File: src/rtl/writeback_arbiter.sv
// Writeback FIFO between the ALU/load producers and the register file write port.
// Loads take fixed priority; entries drain in order one per cycle with a pending-register mask.
module writeback_arbiter #(
  parameter int unsigned DATA_W = 16,
  parameter int unsigned ADDR_W = 4,
  parameter int unsigned DEPTH  = 4,
  parameter int unsigned CNT_W  = 3
) (
  input  logic                 clk,
  input  logic                 reset,
  input  logic                 alu_valid,
  input  logic [ADDR_W-1:0]    alu_dest,
  input  logic [DATA_W-1:0]    alu_data,
  output logic                 alu_ready,
  input  logic                 mem_valid,
  input  logic [ADDR_W-1:0]    mem_dest,
  input  logic [DATA_W-1:0]    mem_data,
  output logic                 mem_ready,
  output logic                 write,
  output logic [ADDR_W-1:0]    write_select,
  output logic [DATA_W-1:0]    inputReg,
  output logic [2**ADDR_W-1:0] pending,
  output logic [CNT_W-1:0]     count,
  output logic                 full,
  output logic                 empty
);

  localparam int unsigned PtrW = $clog2(DEPTH);

  logic [ADDR_W-1:0] dest_q [DEPTH];
  logic [DATA_W-1:0] data_q [DEPTH];
  logic [DEPTH-1:0]  valid_q, valid_d;
  logic [PtrW-1:0]   head_q, tail_q;
  logic [CNT_W-1:0]  count_q, count_d;

  logic              push, pop;
  logic [ADDR_W-1:0] push_dest;
  logic [DATA_W-1:0] push_data;

  assign full  = (count_q == CNT_W'(DEPTH));
  assign empty = (count_q == '0);
  assign count = count_q;

  // Readiness is judged before this edge's pop, so a full FIFO never passes through.
  assign mem_ready = reset & ~full;
  assign alu_ready = reset & ~full & ~mem_valid;

  assign push      = (mem_valid & mem_ready) | (alu_valid & alu_ready);
  assign push_dest = mem_valid ? mem_dest : alu_dest;
  assign push_data = mem_valid ? mem_data : alu_data;
  assign pop       = ~empty;

  assign write        = ~empty;
  assign write_select = empty ? '0 : dest_q[head_q];
  assign inputReg     = empty ? '0 : data_q[head_q];

  always_comb begin
    pending = '0;
    for (int i = 0; i < int'(DEPTH); i++) begin
      if (valid_q[i]) pending[dest_q[i]] = 1'b1;
    end
  end

  always_comb begin
    valid_d = valid_q;
    if (pop)  valid_d[head_q] = 1'b0;
    if (push) valid_d[tail_q] = 1'b1;
  end

  always_comb begin
    count_d = count_q;
    unique case ({push, pop})
      2'b10:   count_d = count_q + 1'b1;
      2'b01:   count_d = count_q - 1'b1;
      default: count_d = count_q;
    endcase
  end

  always_ff @(posedge clk or negedge reset) begin
    if (!reset) begin
      head_q  <= '0;
      tail_q  <= '0;
      count_q <= '0;
      valid_q <= '0;
      for (int i = 0; i < int'(DEPTH); i++) begin
        dest_q[i] <= '0;
        data_q[i] <= '0;
      end
    end else begin
      if (push) begin
        dest_q[tail_q] <= push_dest;
        data_q[tail_q] <= push_data;
        tail_q         <= tail_q + 1'b1;
      end
      if (pop) head_q <= head_q + 1'b1;
      valid_q <= valid_d;
      count_q <= count_d;
    end
  end

endmodule

File: config.mk
export PLATFORM = sky130hd
export DESIGN_NAME = writeback_arbiter
export DESIGN_NICKNAME = d
export VERILOG_FILES = /design/src/rtl/writeback_arbiter.sv
export SDC_FILE = /design/constraint.sdc
export NUM_CORES = 1
export LEC_CHECK = 0
export ABC_AREA = 1
export ABC_CLOCK_PERIOD_IN_PS = 5900
export CAP_MARGIN = 10
export CORE_MARGIN = 2
export CORE_UTILIZATION = 35
export CTS_CLUSTER_DIAMETER = 120
export DETAILED_ROUTE_END_ITERATION = 8
export HOLD_SLACK_MARGIN = 0.02
export PLACE_DENSITY_LB_ADDON = 0.1
export SETUP_SLACK_MARGIN = 0.4
export SYNTH_ARGS = -nofsm -noshare
export SYNTH_HDL_FRONTEND = slang
export SYNTH_SLANG_ARGS = --single-unit
File: constraint.sdc
create_clock -name clk -period 5.9 [get_ports clk]
set_input_delay 0.59 -clock clk [delete_from_list [all_inputs] [get_ports clk]]
set_output_delay 0.59 -clock clk [all_outputs]
set_load 0.01 [all_outputs]
Word-level counts from Yosys, hierarchy flattened
Cells that the tools add are included.
- logic and storage cells: 94
- output and inout bits: 44
- input bits: 44
- register bits after elaboration: 91
- mux-type cells: 35
- add/sub/neg operators: 4
- reductions and logical operators: 9
- order comparisons: 15
- equality and inequality tests: 3
- bitwise logic cells: 16
- operator list (kind ; count):
    $mux 16 ; 9
    $bwmux 64 ; 1
    $or 16x16->16 ; 3
    $bmux 16 s2 ; 1
    $demux 16 s2 ; 1
    $mux 4 ; 7
    $lt 4x5->1 const B ; 4
    $bwmux 16 ; 1
    $demux 1 s4 ; 4
    $ge 4x1->1 const B ; 4
    $bmux 4 s2 ; 1
    $demux 4 s2 ; 1
    $logic_and 1x1->1 ; 7
    $ge 3x3->1 const B ; 2
    $lt 2x3->1 const B ; 2
    $mux 1 ; 6
    $not 2->3 ; 2
    $pmux 3 s2 ; 1
    $add 2x1->2 const B ; 2
    $and 1x1->1 ; 4
    $and 4x4->4 ; 1
    $demux 1 s2 ; 2
    $ge 2x1->1 const B ; 2
    $not 4->4 ; 1
    11 further kinds ; 13

Depth between registers and ports, before layout
Gate-level depths: netlist of run 1.
- depth in word-level cells: 11
- depth in mapped cells: 10
- mapped depth without buffers: 9

Worst setup path before layout of run 1
OpenSTA, ideal clock, no wires.
- kind: input port to flip-flop
- start: input mem_valid
- end: register count_q[2], in the netlist count[2]
- setup time: 79 ps
- arrival time: 2036 ps
- stages on the path: 10
- slack: 3785 ps
- required time: 5821 ps
- path buffers: 1
- path through: inv_1 > nand2_2 > buf_2 > nand2_1 > ha_1 > inv_1 > fa_1 > or2_2 > nand2_1 > xor2_1
- longest elaborated chain between the ends: 6
- elaborated cells between the ends (all ways): 9
- classes of those cells: 2 x eq/ne; 1 x mux; 5 x bitwise; 1 x reduce/logical
- ends and longest elaborated chain (what ; line ; source):
    from (decl) ; 15 ; input logic mem_valid,
    $not 1->1 ; 46 ; assign alu_ready = reset & ~full & ~mem_valid;
    $and 1x1->1 ; 46 ;
    $and 1x1->1 ; 48 ; assign push = (mem_valid & mem_ready) | (alu_valid & alu_ready);
    $or 1x1->1 (*) ; 48 ;
    $eq 2x1->1 or $eq 2x2->1 (tied branches) ; 72 ; unique case ({push, pop})
    $pmux 3 s2 or $reduce_bool 2->1 (tied branches) ; - ;
    to (signal assigned) ; 97 ; count_q <= count_d;
    to (decl) ; 34 ; logic [CNT_W-1:0] count_q, count_d;
Mark *: on every way between the ends. The rest lies on a longest branch, timed or not.
A chain may end at the register's enable or synchronous reset.

Worst setup path in the final report of run 1
- start: register head_q[1]
- end: output inputReg[5]
- longest elaborated chain between the ends: 5
- ends and longest elaborated chain (what ; line ; source):
    from (decl) ; 33 ; logic [PtrW-1:0] head_q, tail_q;
    from (signal assigned) ; 95 ; if (pop) head_q <= head_q + 1'b1;
    $not 2->3 (not written as such) ; 55 ; assign inputReg = empty ? '0 : data_q[head_q];
    $bmux 16 s2 ; 55 ;
    $mux 16 (not written as such) (2 in series) ; 55 ;
    $mux 16 ; 55 ;
    to (decl) ; 21 ; output logic [DATA_W-1:0] inputReg,
Every way passes these cells. The select of a mux whose other input is x is not followed.

==> qor.csv, run 1 <==
stage,metric,value,unit
floorplan,start_util,36.0,%
drt,vias,5628,
cts,clock-sinks,91,
timing,max_clock_freq,0.264,GHz
setup_path,startpoint_type,flip-flop,
setup_path,worstPathRequired,5.31,ns
timing,relSlewSlack,20.6,%
timing,min_period_over_period,64.2,%
floorplan,num_rows,45,
power_and_ir_drop,powerDensity,545,nW/um^2
yosys,syn-num-nets,853,
cts,hold_buffers,0,
place,gp_congestion,0.900,
setup_path,cp.arrival,3.20,ns
setup_path,path_cells,inv_1 > nor2_1 > o21ai_0 > a21oi_1 > clkdlybuf4s50_1,
drt,drt_iter0_markers,461,
global_routing,grt_overflow_total,0,
yosys,synth_area_leader_cell,dfrtp_1,
yosys,synth_edf_count,0,
yosys,synth_ff_type,dfrtp_1,
cells_and_area,multi_input_area,2810,sq um
cts,tritoncts,done,
cts,post-cts-setup-buffer-count,0,
yosys,netlist.area_leader.share,41.3,%
timing,drv_slew,0,
run,maxCapViolations,0,
cts,clockRootBuffer,clkbuf_16,
drt,wl_per_cell,17.0,um
setup_path,cp_slowest_cell,dfrtp_1,
status,status,"complete, no violations",
cts,clk_latency,0.35,ns
timing,period_needed,3.79,ns
global_routing,grt.total_usage,22.7,%
drt,routed_wl,18200,um
yosys,syn_area_per_cell,6.89,sq um
timing,hold_viol,0,
drt,topRoutingLayerUsed,met4,
yosys,synth_area_leaders,"dfrtp_1 41%, nand2_1 19%, nand4_1 9.9%, nor2_1 9.0%, o21ai_0 3.1%",
power_and_ir_drop,power,0.00366,W
drt,drt-met1-wl,8050,um
timing,worst_pin_slew,1.19,ns
cts,clkTransAtPathRegs,0.06,ns
yosys,yosysWarnings,0,
cts,cts_buffers,9,
cells_and_area,final_core_util,43.8,%
timing,setup_viol,0,
place,port_buffers,87,
min_path,hp-class,in2async,
global_routing,grt_pass1_wl,29500,um
timing,setup_tns,0,ns
timing,fin_skew,0.00549,ns
setup_path,critPathCaptureType,primary output,
timing,rsz0062_at_grt,no,
place,post-dp-hpwl,11800,um
cells_and_area,regArea,2280,sq um
floorplan,die_x,129,um
power_and_ir_drop,leakage,3.28,nW
floorplan,die_h,129,um
global_routing,grt_pass1_vias,5705,
yosys,synthesis.area,5510,sq um
drt,ant_nets,0,
cells_and_area,drive_gt1_share,3.27,%
floorplan,boundaryPins,88,
yosys,netlist_instances,799,
drt,vias_per_cell,5.28,
drt,dr_wl_met3,1020,um
setup_path,worst-setup-path-type,reg2out,
yosys,synth.most_common_cell,nand2_1,
yosys,ys_seq_area_share,41.3,%
timing,fin_hold_ws,0.157,ns
floorplan,core_area,15300,sq um
cells_and_area,nNetsFinal,904,
cells_and_area,antenna_cells,0,
cts,clockBufferDepth,2,
drt,route.detailed.drc,0,
cells_and_area,fill_cells,1567,
yosys,yosys-top-cells-count,"283 x nand2_1, 132 x nor2_1, 91 x dfrtp_1",
drt,first_pass_iters,5,
cells_and_area,syn_to_final_growth,21.9,%
yosys,synth_cell_types,23,
setup_path,path_max_fanout,23,
cts,cts_resized,0,
yosys,async_flop_share,100,%
cts,cts.htree.levels,3,
drt,dr_wl_met2,8690,um
setup_path,slowest_delay,0.98,ns
yosys,synth_seq_cells,91,
power_and_ir_drop,ir_drop,333,uV
global_routing,antenna_found_initial,0,
floorplan,die_area,16800,sq um
global_routing,grt_start_max_net_pins,72,
==> area by class of cell <==
| class | instances | share of cell area (%) |
|---|---|---|
| tap | 211 | 3.93 |
| inverter | 37 | 2.07 |
| timing repair buffer | 94 | 13.7 |
| sequential | 91 | 33.9 |
| clock inverter | 4 | 0.746 |
| multi-input combinational | 617 | 41.9 |
| clock buffer | 12 | 3.67 |
==> routing by layer <==
metal / global-route usage [%] / vias to the layer above
li1: - / 2718
met1: 29.3 / 2677
met2: 38.2 / 202
met3: 3.96 / 31
met4: 8.60 / 0
met5: 0 / -
==> power by group <==
part / internal, W / total, W / switching [W]
clock network: 0.000340 / 0.000585 / 0.000245
registers: 0.000911 / 0.00117 / 0.000258
logic: 0.000767 / 0.00191 / 0.00114
==> kinds of logic (layout without fill, tap and decap cells) <==
family,Yosys count,in the layout,share of synthesized area [%]
compound gates,77,77,7.52
buf+inv,91,147,7.70
simple gates,527,527,40.5
xor+xnor,3,3,0.477
flops,91,91,41.3
fa+ha+maj,10,10,2.41
==> flip-flops by register name (all words and copies together), names as in the netlist <==
signal and cells:
dest_q 16, head_q 2, valid_q 4, tail_q 2, count 3, data_q 64
==> layout by cell type (no fill, tap or decap), types with 8 or more instances in the layout <==
master,instances
a21oi_1,32
buf_4,8
clkbuf_16,9
clkdlybuf4s50_1,86
dfrtp_1,91
ha_1,9
inv_1,37
nand2_1,283
nand3_1,19
nand4_1,87
nor2_1,132
o211ai_1,10
o21ai_0,34
==> critical path: cells and delay by family (launching register included) <==
kind | cells | cell delay [ns]
buffers and inverters | 2 | 1.27
DFF | 1 | 0.98
and+or+nand+nor | 1 | 0.27
AOI/OAI and AO/OA | 2 | 0.33
==> per-stage QoR <==
step	instance area (sq um)	worst slack, ns	std cells
3_5_place_dp	6410	2.23	1050
4_1_cts	6710	2.16	1066
5_1_grt	6710	1.84	1066
6_report	6710	2.11	1066
2_1_floorplan	5510	3.79	799
3_3_place_gp	6410	2.33	1050
==> worst paths after layout <==
path                            start          end  slack [ns]  cells after the start
max in group asynchronous       reset   data_q[32]        4.49                      2
min                             reset    data_q[6]        0.16                      1
max                         head_q[1]  inputReg[5]        2.11                      5
min in group clk           data_q[32]   data_q[32]        0.48                      2
max reg2reg                 tail_q[0]   data_q[18]        2.91                      5
min reg2reg                data_q[32]   data_q[32]        0.48                      2
Note: power is estimated with default switching activity, not from simulation.
==> run 2, diff against run 1 <==
Settings changed: ABC_CLOCK_PERIOD_IN_PS 5900 to 4000.
Clock period 5.9 ns to 4 ns, I/O delays scaled along.
==> run 2 against run 1 <==
Against the previous run: critical path depth is 1 lower; clock skew increased by 0.0014 ns; sequential power rose by 44%; via count grew 0.41%; non-clock buffer count is 13 higher; largest cell class unchanged.
==> qor.csv, run 2 (synthesized netlist as in run 1, its figures left out) <==
stage,metric,value,unit
floorplan,die_area,16800,sq um
timing,rsz0062_at_grt,no,
cells_and_area,drive_gt1_share,4.61,%
cts,clock-sinks,91,
setup_path,worst-setup-path-type,reg2out,
drt,routed_wl,18600,um
global_routing,antenna_found_initial,0,
drt,drt_iter0_markers,393,
power_and_ir_drop,power_switching_share,44.5,%
drt,ant_nets,0,
cells_and_area,fin_cells,1078,
cells_and_area,final_cell_mix,"283 x nand2_1, 132 x nor2_1, 91 x dfrtp_1",
cts,clockRootBuffer,clkbuf_16,
drt,first_pass_iters,5,
floorplan,num_rows,45,
global_routing,grt.total_usage,23.5,%
cts,cts_resized,0,
timing,hold_viol,0,
drt,route.detailed.drc,0,
power_and_ir_drop,pwr-share-clk,15.9,%
run,maxCapViolations,0,
power_and_ir_drop,power_frac_comb,53.4,%
cells_and_area,final_common_cell,nand2_1,
cells_and_area,fill_cells,1627,
timing,fin_skew,0.00688,ns
setup_path,critPathCaptureType,primary output,
cts,clk_latency,0.35,ns
cts,cts_buffers,9,
timing,setup_tns,0,ns
floorplan,start_util,36.0,%
setup_path,path_max_fanout,21,
setup_path,slowest_delay,0.72,ns
cells_and_area,multi_input_area,2810,sq um
floorplan,core_area,15300,sq um
timing,period_needed,3.03,ns
power_and_ir_drop,intPower,0.00303,W
cells_and_area,syn_to_final_growth,23.6,%
place,port_buffers,87,
cts,clkTransAtPathRegs,0.06,ns
floorplan,boundaryPins,88,
drt,wl_per_cell,17.3,um
timing,setup_viol,0,
global_routing,grt_overflow_total,0,
cells_and_area,antenna_cells,0,
timing,drv_slew,0,
global_routing,grt_pass1_wl,30100,um
timing,worst_pin_slew,0.979,ns
floorplan,die_x,129,um
setup_path,cp_slowest_cell,inv_1,
drt,vias,5651,
cells_and_area,regArea,2280,sq um
timing,min_period_over_period,75.7,%
cts,hold_buffers,0,
timing,max_clock_freq,0.330,GHz
cts,clockBufferDepth,2,
cells_and_area,largest_reg_flops,64,
power_and_ir_drop,p_seq_share,30.7,%
setup_path,r2r_cells,6,
power_and_ir_drop,ir_drop,366,uV
setup_path,worstPathRequired,3.60,ns
place,gp_congestion,0.876,
cells_and_area,regMostFlops,data_q,
power_and_ir_drop,powerDensity,804,nW/um^2
cells_and_area,top_regs,"data_q x64, dest_q x16, valid_q x4",
cts,tritoncts,done,
cells_and_area,final_core_util,44.5,%
global_routing,grt_start_max_net_pins,83,
min_path,hp-class,in2async,
cts,cts.htree.levels,3,
cts,post-cts-setup-buffer-count,0,
setup_path,cp.arrival,2.63,ns
timing,relSlewSlack,34.7,%
power_and_ir_drop,p_switching,0.00244,W
drt,vias_per_cell,5.24,
setup_path,startpoint_type,flip-flop,
setup_path,r2r_end,data_q[58],
setup_path,path_cells,nor2_2 > nand2_2 > inv_1 > clkdlybuf4s50_1,
power_and_ir_drop,leakage,3.35,nW
status,status,"complete, no violations",
floorplan,die_h,129,um
global_routing,grt_pass1_vias,5578,
place,post-dp-hpwl,12400,um
setup_path,r2r-start,tail_q[0],
cells_and_area,nNetsFinal,917,
setup_path,reg2reg_setup_slack,1.93,ns
place,dpl.cell_count,1063,
==> run 2: cell types whose count changed in the layout (fill, tap and decap cells not counted) <==
cell | previous run | this run
buf_4 | 8 | 21
clkbuf_8 | 1 | 2
clkinvlp_4 | 2 | 0
==> run 2: per-layer routing <==
| metal | track usage, % | vias up | share of wire (%) |
|---|---|---|---|
| li1 | - | 2746 | - |
| met1 | 29.7 | 2705 | 44 |
| met2 | 39.7 | 165 | 48 |
| met3 | 4.75 | 35 | 5.0 |
| met4 | 8.86 | 0 | 2.8 |
| met5 | 0 | - | 0 |
==> run 2: worst max-delay path: cells and delay by family, from the launching register on <==
kind,cells,cell delay [ns]
buf+inv,2,1.40
flops,1,0.43
simple gates,2,0.43
==> run 2: worst max path at each step <==
stage / from / endpoint / slack [ns] / cells past startpoint
floorplan: count[0] / count[2] / 1.92 / 10
global route: count[0] / write_select[0] / 0.81 / 5
finish: count[0] / empty / 0.97 / 4
detailed placement: count[0] / empty / 1.36 / 4
global placement: count[0] / empty / 1.42 / 4
CTS: count[0] / empty / 0.98 / 4
==> run 2: final cells by class <==
cell class	count	share of cell area, %
Timing Repair Buffer	107	15.0
Tap cell	211	3.88
Clock buffer	13	3.82
Multi-Input combinational cell	617	41.3
Inverter	37	2.04
Clock inverter	2	0.515
Sequential cell	91	33.4
==> run 2: power by group through the flow <==
stage	Combinational, W	Sequential (W)	Clock, W
2_1_floorplan	0.00179	0.00160	0
3_3_place_gp	0.00289	0.00167	0
3_5_place_dp	0.00292	0.00169	0
4_1_cts	0.00294	0.00167	0.000886
5_1_grt	0.00327	0.00175	0.000925
6_report	0.00292	0.00168	0.000870
==> run 2: per-stage QoR <==
step	setup slack, ns	cell area [sq um]	power [W]	hold WS [ns]
global placement	1.42	6510	0.00456	0.396
floorplan	1.92	5510	0.00338	0.104
CTS	0.979	6810	0.00550	0.0252
finish	0.971	6810	0.00547	0.0167
detailed placement	1.36	6510	0.00461	0.399
global route	0.809	6810	0.00595	0.0376
==> run 3, diff against run 2 <==
Settings changed: ABC_CLOCK_PERIOD_IN_PS 4000 to 2500.
Clock period 4 ns to 2.5 ns, I/O delays scaled along.
==> run 3 against run 2 <==
Against the previous run: combinational power is 75% higher; sequential share of layout area decreased by 1.7 points; wire length rose by 1.8%; cell area increased by 6.3%; core utilization up 2.8 points; power is 69% higher; critical path depth up 2; first-iteration DRC count increased by 8.7%; via count rose by 2.9%; sequential power is 64% higher; highest routed layer unchanged.
==> qor.csv, run 3 (synthesized netlist as in run 1, its figures left out) <==
stage,metric,value,unit
status,status,"complete, no violations",
power_and_ir_drop,leakage,3.68,nW
setup_path,worst-setup-path-type,reg2out,
cells_and_area,regMostFlops,data_q,
cells_and_area,final_cell_mix,"277 x nand2_1, 120 x nor2_1, 87 x nand4_1",
floorplan,die_area,16800,sq um
drt,vias,5813,
cts,clockRootBuffer,clkbuf_16,
drt,first_pass_iters,5,
cells_and_area,drive_gt1_share,13.5,%
cts,tritoncts,done,
floorplan,start_util,36.0,%
run,maxCapViolations,0,
cells_and_area,final_common_cell,nand2_1,
cts,clkTransAtPathRegs,0.06,ns
setup_path,cp.arrival,1.87,ns
drt,drt_iter0_markers,427,
timing,setup_tns,0,ns
drt,wl_per_cell,17.2,um
place,dpl.cell_count,1068,
global_routing,grt.total_usage,22.8,%
cells_and_area,largest_reg_flops,64,
cells_and_area,syn_to_final_growth,31.4,%
min_path,hp-class,reg2reg,
timing,relSlewSlack,43.6,%
cts,clk_latency,0.35,ns
drt,vias_per_cell,5.26,
power_and_ir_drop,powerDensity,1280,nW/um^2
drt,routed_wl,19000,um
global_routing,antenna_found_initial,0,
global_routing,grt_pass1_vias,5493,
cells_and_area,fin_cells,1106,
place,post-dp-hpwl,12300,um
timing,setup_viol,0,
cells_and_area,fill_cells,1572,
global_routing,grt_start_max_net_pins,83,
cells_and_area,antenna_cells,0,
setup_path,r2r-start,count[0],
place,gp_congestion,0.860,
timing,min_period_over_period,84.7,%
drt,ant_nets,0,
cells_and_area,nNetsFinal,944,
cts,cts_buffers,9,
setup_path,path_max_fanout,4,
setup_path,crit_path_start,dest_q[0],
setup_path,worstPathRequired,2.25,ns
cts,clockBufferDepth,2,
cells_and_area,top_regs,"data_q x64, dest_q x16, valid_q x4",
floorplan,boundaryPins,88,
floorplan,core_area,15300,sq um
timing,fin_skew,0.00357,ns
setup_path,critPathCaptureType,primary output,
floorplan,num_rows,45,
floorplan,die_h,129,um
timing,max_clock_freq,0.472,GHz
global_routing,grt_pass1_wl,29500,um
floorplan,die_x,129,um
global_routing,grt_overflow_total,0,
timing,hold_viol,0,
place,port_buffers,87,
min_path,hold_path_startpoint,data_q[41],
timing,rsz0062_at_grt,yes,
timing,drv_slew,0,
setup_path,startpoint_type,flip-flop,
power_and_ir_drop,ir_drop,715,uV
timing,period_needed,2.12,ns
cts,clock-sinks,91,
cts,cts.htree.levels,3,
drt,route.detailed.drc,0,
timing,worst_pin_slew,0.845,ns
## run 3: critical path, cell delays in order (launching register included)
cell and delay [ns]:
dfrtp_1 0.41, inv_1 0.12, nand3_1 0.18, nor2_1 0.16, nor2_1 0.06, nand2_1 0.06
clkdlybuf4s50_1 0.54
## run 3: cell type report
| class | count | area (sq um) | share of cell area [%] |
|---|---|---|---|
| multi-input cells | 617 | 2930 | 40.5 |
| flip-flops and latches | 91 | 2300 | 31.8 |
| repair buffers | 134 | 1310 | 18.1 |
| clock buffers | 15 | 288 | 3.98 |
| well taps | 211 | 264 | 3.65 |
| inverters | 37 | 143 | 1.97 |
| clock inverters | 1 | 5.00 | 0.0691 |
## run 3: metrics by stage
| step | util (%) | setup slack, ns | total power, W | instance area (sq um) | hold WS [ns] |
|---|---|---|---|---|---|
| 6_report | 47.3 | 0.383 | 0.00924 | 7240 | 0.473 |
| 5_1_grt | 47.3 | 0.295 | 0.00995 | 7240 | 0.493 |
| 4_1_cts | 45.7 | 0.268 | 0.00887 | 6990 | 0.478 |
| 3_5_place_dp | 43.0 | 0.309 | 0.00750 | 6590 | 0.340 |
| 3_3_place_gp | 43.0 | 0.355 | 0.00744 | 6590 | 0.338 |
| 2_1_floorplan | - | 0.420 | 0.00541 | 5510 | -0.0456 |
## run 3: final timing paths
path / to / slack, ns / cells after the start
max: pending[8] / 0.38 / 6
max in group asynchronous: valid_q[2] / 0.80 / 4
min: data_q[41] / 0.47 / 2
min in group asynchronous: tail_q[1] / 0.51 / 3
max reg2reg: count[2] / 0.51 / 10
min reg2reg: data_q[41] / 0.47 / 2
## run 3: timing repair
item | 4_1_cts | 5_1_grt
resized for setup | 49 | 47
pin swaps | 3 | 4
setup buffers | 4 | 15
cloned | 1 | 1
hold endpoints to repair | 33 | 0
hold buffers | 1 | 0
endpoints found under the setup margin | 38 | 20
## run 3: power breakdown
| part | leakage, nW | switching (W) | internal (W) | total (W) |
|---|---|---|---|---|
| clock | 0.146 | 0.000573 | 0.000783 | 0.00136 |
| sequential | 1.13 | 0.000585 | 0.00218 | 0.00276 |
| combinational | 2.41 | 0.00299 | 0.00212 | 0.00512 |
## run 3: per-layer routing
layer | vias to the layer above | routed length, um | global-route usage, %
li1 | 2792 | - | -
met1 | 2806 | 8360 | 30.5
met2 | 185 | 9150 | 37.2
met3 | 30 | 1030 | 3.55
met4 | 0 | 439 | 8.86
met5 | - | 0 | 0
